### src/rtl/oled_pkg.sv
// Shared OLED definitions: SPI FSM states, D/C# encodings and SCLK divider helper.
// Latency: n/a (declarations only).
// Backpressure: n/a.
package oled_pkg;

  // Byte-transmitter states, also visible to the OLED controller
  typedef enum logic [2:0] {
    IDLE     = 3'd0,
    SETUP    = 3'd1,
    SHIFT_HI = 3'd2,
    SHIFT_LO = 3'd3,
    GAP      = 3'd4
  } oled_state_t;

  // D/C# pin encodings
  localparam logic OLED_CMD = 1'b0;
  localparam logic OLED_DAT = 1'b1;

  // clk cycles per SCLK half-period, never below one
  function automatic int half_div_calc(input int clk_fre, input int spi_fre);
    int d;
    d = clk_fre / (2 * spi_fre);
    return (d < 1) ? 1 : d;
  endfunction

endpackage

### src/rtl/oled_spi_tx.sv
// Serialises one byte MSB-first to an SPI OLED panel (CPOL=0) with chip select and D/C#.
// Latency: busy rises the cycle after accept and lasts 18*HALF_DIV cycles (setup, 8 bits, CS hold, gap).
// Backpressure: send_en is only taken while send_busy=0; requests during busy are ignored.
module oled_spi_tx
  import oled_pkg::*;
#(
  parameter int CLK_FRE = 50,
  parameter int SPI_FRE = 5
) (
  input  logic       clk,
  input  logic       rst_n,
  input  logic       send_en,
  input  logic       send_dc,
  input  logic [7:0] send_data,
  output logic       send_busy,
  output logic       oled_sclk,
  output logic       oled_mosi,
  output logic       oled_cs_n,
  output logic       oled_dc
);

  localparam int HALF_DIV = half_div_calc(CLK_FRE, SPI_FRE);
  // counter width kept at least one bit so HALF_DIV=1 still elaborates
  localparam int CW = (HALF_DIV > 1) ? $clog2(HALF_DIV) : 1;
  localparam logic [CW-1:0] HALF_LAST = CW'(HALF_DIV - 1);
  localparam logic [CW-1:0] HALF_ONE  = CW'(1);

  oled_state_t   state_q, state_d;
  logic [CW-1:0] half_q, half_d;
  logic [2:0]    bit_q, bit_d;
  logic [7:0]    shreg_q, shreg_d;
  logic          half_last;

  // next values of the registered pins, derived from the next state
  logic          busy_d, sclk_d, mosi_d, cs_n_d, dc_d;

  assign half_last = (half_q == HALF_LAST);

  // State, divider, bit counter and shift register
  always_ff @(posedge clk or negedge rst_n) begin
    if (!rst_n) begin
      state_q <= IDLE;
      half_q  <= '0;
      bit_q   <= '0;
      shreg_q <= '0;
    end else begin
      state_q <= state_d;
      half_q  <= half_d;
      bit_q   <= bit_d;
      shreg_q <= shreg_d;
    end
  end

  // Next-state sequencing and next pin values
  always_comb begin
    state_d = state_q;
    half_d  = half_q;
    bit_d   = bit_q;
    shreg_d = shreg_q;
    dc_d    = oled_dc;

    unique case (state_q)
      IDLE: begin
        if (send_en && !send_busy) begin
          state_d = SETUP;
          half_d  = '0;
          bit_d   = '0;
          shreg_d = send_data;
          dc_d    = send_dc;
        end
      end
      SETUP: begin
        if (half_last) begin
          state_d = SHIFT_HI;
          half_d  = '0;
        end else begin
          half_d = half_q + HALF_ONE;
        end
      end
      SHIFT_HI: begin
        if (half_last) begin
          state_d = SHIFT_LO;
          half_d  = '0;
          // next bit moves onto MOSI on the falling SCLK edge
          shreg_d = {shreg_q[6:0], 1'b0};
        end else begin
          half_d = half_q + HALF_ONE;
        end
      end
      SHIFT_LO: begin
        if (half_last) begin
          half_d = '0;
          if (bit_q == 3'd7) begin
            // the low phase after bit 0 doubles as CS hold time
            state_d = GAP;
          end else begin
            state_d = SHIFT_HI;
            bit_d   = bit_q + 3'd1;
          end
        end else begin
          half_d = half_q + HALF_ONE;
        end
      end
      GAP: begin
        if (half_last) begin
          state_d = IDLE;
          half_d  = '0;
        end else begin
          half_d = half_q + HALF_ONE;
        end
      end
      default: begin
        state_d = IDLE;
        half_d  = '0;
        bit_d   = '0;
      end
    endcase

    busy_d = (state_d != IDLE);
    sclk_d = (state_d == SHIFT_HI);
    cs_n_d = (state_d == IDLE) || (state_d == GAP);
    mosi_d = cs_n_d ? 1'b0 : shreg_d[7];
  end

  // Pin registers: every output comes straight from a flop, so no glitches
  always_ff @(posedge clk or negedge rst_n) begin
    if (!rst_n) begin
      send_busy <= 1'b0;
      oled_sclk <= 1'b0;
      oled_mosi <= 1'b0;
      oled_cs_n <= 1'b1;
      oled_dc   <= 1'b0;
    end else begin
      send_busy <= busy_d;
      oled_sclk <= sclk_d;
      oled_mosi <= mosi_d;
      oled_cs_n <= cs_n_d;
      oled_dc   <= dc_d;
    end
  end

endmodule
### config.mk
export PLATFORM = sky130hd
export DESIGN_NAME = oled_spi_tx
export DESIGN_NICKNAME = d
export VERILOG_FILES = /design/src/rtl/oled_pkg.sv /design/src/rtl/oled_spi_tx.sv
export SDC_FILE = /design/constraint.sdc
export NUM_CORES = 1
export LEC_CHECK = 0
export ABC_CLOCK_PERIOD_IN_PS = 1730
export BUFFER_PORTS_ARGS = -buffer_cell sky130_fd_sc_hd__buf_2
export CAP_MARGIN = 20
export CORE_MARGIN = 5
export CORE_UTILIZATION = 52
export CTS_BUF_LIST = sky130_fd_sc_hd__clkbuf_2
export DETAILED_ROUTE_END_ITERATION = 10
export HOLD_SLACK_MARGIN = 0.02
export PLACE_DENSITY = 0.82
export SLEW_MARGIN = 10
export SYNTH_ARGS = -nofsm -noshare
export SYNTH_HDL_FRONTEND = slang
export SYNTH_SLANG_ARGS = --single-unit
### constraint.sdc
create_clock -name clk -period 1.73 [get_ports clk]
set_clock_uncertainty 0.15 [all_clocks]
set_input_delay 0.0865 -clock clk [delete_from_list [all_inputs] [get_ports clk]]
set_output_delay 0.0865 -clock clk [all_outputs]
set_load 0.1 [all_outputs]
==> impl_metrics.toml <==
[synth]
ys_types = 39
synth_fp_nets = 125
syn_area_mm2 = 0.001151
netlist.top_cell.by_area = "dfrtp_1"
synth_top_area_share_pct = 45.65
synthTopCellsByArea = "dfrtp_1 (46%), a221o_1 (7.8%), ha_1 (4.3%)"
netlist_instances = 109
synth_area_per_cell_um2 = 10.56
yosysWarnings = 0
ys_ff_latch = 22
async_flop_share_pct = 100.0
synth_edf_count = 0
ys.flop_type = "dfrtp_1"
ys_seq_area_share_pct = 47.93

[placement]
gp_congestion = 0.8629
port_buffers = 16
dp_cells = 156
place_area_mm2 = 0.001303
hpwl_um = 1916

[sta]
drv_slew = 0
fin_crit_sh_pct = 102.0
setup_slack_ns = -0.03402
slew_headroom_pct = 67.39
holdWs_ns = 0.03254
fin_crit_ns = 1.764
worst_pin_slew_ns = 0.4892
setup_viol_count_final = 3
achievable-frequency_mhz = 566.9
hold_viol = 0

[detailed_routing]
vias_per_cell = 6.450
vias = 1161
ant_nets = 0
wl_um = 3559
first_pass_iters = 4
drt_iter0_drc = 75
drc_errors = 0
drt-wirelength-per-cell_um = 19.77

[critical_path]
crit_family = "flip-flops"
cp-end-kind = "flip-flop"
arrival_ns = 1.87
r2r_slack_ns = -0.03
cp.required_ns = 1.84
critPathMaxFanout = 4
worst-path-buf-inv = 2
path_class = "flip-flop to flip-flop"
crit_slowest_cell = "dfrtp_1"
crit_path_start_kind = "flip-flop"
critPathMaxStageDelay_ns = 0.44
crit_chain = "inv_2 > ha_4 > and4b_2 > a22oi_2 > buf_4 > a221o_1"

[final_layout]
post_layout_nonfiller_instances = 180
seq_area_um2 = 556.8
insertedDiodeCount = 0
layout-drive-gt1-share_pct = 38.16
multiInputGateArea_um2 = 599.3
final_nets = 169
final_area_mm2 = 0.001574
synthToLayoutAreaGrowth_pct = 36.74
n_fill_cell = 154

[global_route]
grt_pass1_wl_um = 4795
antenna_found_initial = 0
grt_pass1_vias = 1032
track_usage_pct = 18.61
gr-total-overflow = 0
grt_max_degree = 23

[floorplanning]
rows = 17
die-area_mm2 = 0.003255
core_mm2 = 0.002170
die_w_um = 57.05
start_util_pct = 53.06
fp.dieH_um = 57.05
top_level_ports = 17

[min_path]
hold_class = "input pin to asynchronous set/reset pin"

[power_and_ir_drop]
power_w = 0.002647
power.leakage_nw = 0.7211
power_density_mw_per_mm2 = 1682
ir_drop_uv = 996.6

[cts]
numCtsBuffers = 3
cts_root_buf = "clkbuf_2"
cts_tree = "done"
htree_levels = 1
clock_path_buffers = 2
cts_sinks = 22
path_clk_slew_ns = 0.22
insertion_delay_ns = 0.35

[outcome]
violations = "setup timing"
status = "finished, violations left"

[run]
drv_cap = 0
-- sequential cells by signal, indices dropped and copies added, names as in the netlist --
signal / flops
bit_q: 3
oled_dc: 1
oled_cs_n: 1
send_busy: 1
shreg_q: 8
oled_sclk: 1
oled_mosi: 1
state_q: 3
half_q: 3
-- cells in the final DEF, fill, tap and decap left out, types with 2 or more instances in the layout --
cell type,instances
dfrtp_1,17
buf_4,17
nand2_1,5
buf_2,16
nand3_1,8
clkbuf_2,3
a21oi_1,2
o21ai_1,4
a31oi_1,3
nor2b_1,2
nor2_1,4
ha_1,2
and3_1,7
nor3b_1,2
inv_2,3
o21ai_0,3
dfrtp_2,4
a221o_1,9
dlygate4sd3_1,10
nand3b_1,2
-- cell usage after synthesis, types with 2 or more instances --
| master | number |
|---|---|
| a21oi_1 | 3 |
| a221o_1 | 9 |
| a31oi_1 | 3 |
| and3_1 | 7 |
| buf_2 | 5 |
| dfrtp_1 | 21 |
| ha_1 | 4 |
| inv_1 | 3 |
| nand2_1 | 5 |
| nand3_1 | 8 |
| nand3b_1 | 2 |
| nor2_1 | 4 |
| nor2b_1 | 2 |
| nor3_1 | 2 |
| nor3b_1 | 2 |
| o21ai_0 | 3 |
| o21ai_1 | 4 |
-- final timing paths --
| kind | depth (start not counted) | end | from |
|---|---|---|---|
| min in group clk | 4 | half_q[2] | send_en |
| setup / recovery | 6 | shreg_q[1] | half_q[0] |
| max in group asynchronous | 2 | oled_cs_n | rst_n |
| setup reg to reg | 6 | shreg_q[1] | half_q[0] |
| hold reg to reg | 1 | oled_dc | oled_dc |
| hold / removal | 2 | half_q[2] | rst_n |
-- layout make-up --
type	instances	area share, %
clock buffer	3	0.9539
clock inverter	1	1.908
inverter	4	1.192
multi-input combinational	78	38.08
sequential	22	35.37
tap	28	2.226
timing repair buffer	44	20.27
-- timing repair --
item / 4_1_cts / 5_1_grt
pin swaps: 0 / 5
endpoints found under the hold margin: 32 / 0
resized for setup: 1 / 14
buffers inserted: 0 / 9
setup endpoints to repair: 6 / 14
hold buffers: 10 / 0
gates cloned: 0 / 1
-- routing by layer --
layer | track usage [%] | part of all wire, % | up-vias
met3 | 4.299 | 7.4 | 26
met1 | 22.93 | 38 | 552
met2 | 32.63 | 50 | 80
met5 | 0 | 0 | -
li1 | - | - | 503
met4 | 4.967 | 4.9 | 0
-- power breakdown --
part | total (W) | switching [W] | leakage (nW) | internal (W)
Clock | 0.000372 | 0.000173 | 0.0266 | 0.000199
Sequential | 0.000905 | 0.000181 | 0.263 | 0.000724
Combinational | 0.00137 | 0.000823 | 0.432 | 0.000547
-- worst register-to-register path, stage by stage (launching register included) --
cell     delay (ns)
dfrtp_1        0.44
inv_2          0.08
ha_4           0.14
and4b_2        0.28
a22oi_2        0.08
buf_4          0.18
a221o_1        0.32
-- stage by stage --
stage	setup WS, ns	TNS [ns]	util, %
after floorplan	0.01904	0	-
after global placement	0.07975	0	60.03
after detailed placement	-0.01881	-0.03491	60.03
after CTS	0.02894	0	66.78
after global routing	-0.06330	-0.2260	72.55
final	-0.03402	-0.04173	72.55
-- cell families (layout without fill, tap and decap cells) --
| group | Yosys count | after routing | share of synthesized area, % |
|---|---|---|---|
| and+or+nand+nor | 41 | 42 | 21.41 |
| AOI/OAI and AO/OA | 29 | 29 | 19.46 |
| DFF | 22 | 22 | 47.93 |
| buffers and inverters | 10 | 52 | 4.130 |
| muxes | 2 | 2 | 1.848 |
| adders and majority gates | 5 | 5 | 5.218 |
Note: power is estimated with default switching activity, not from simulation.
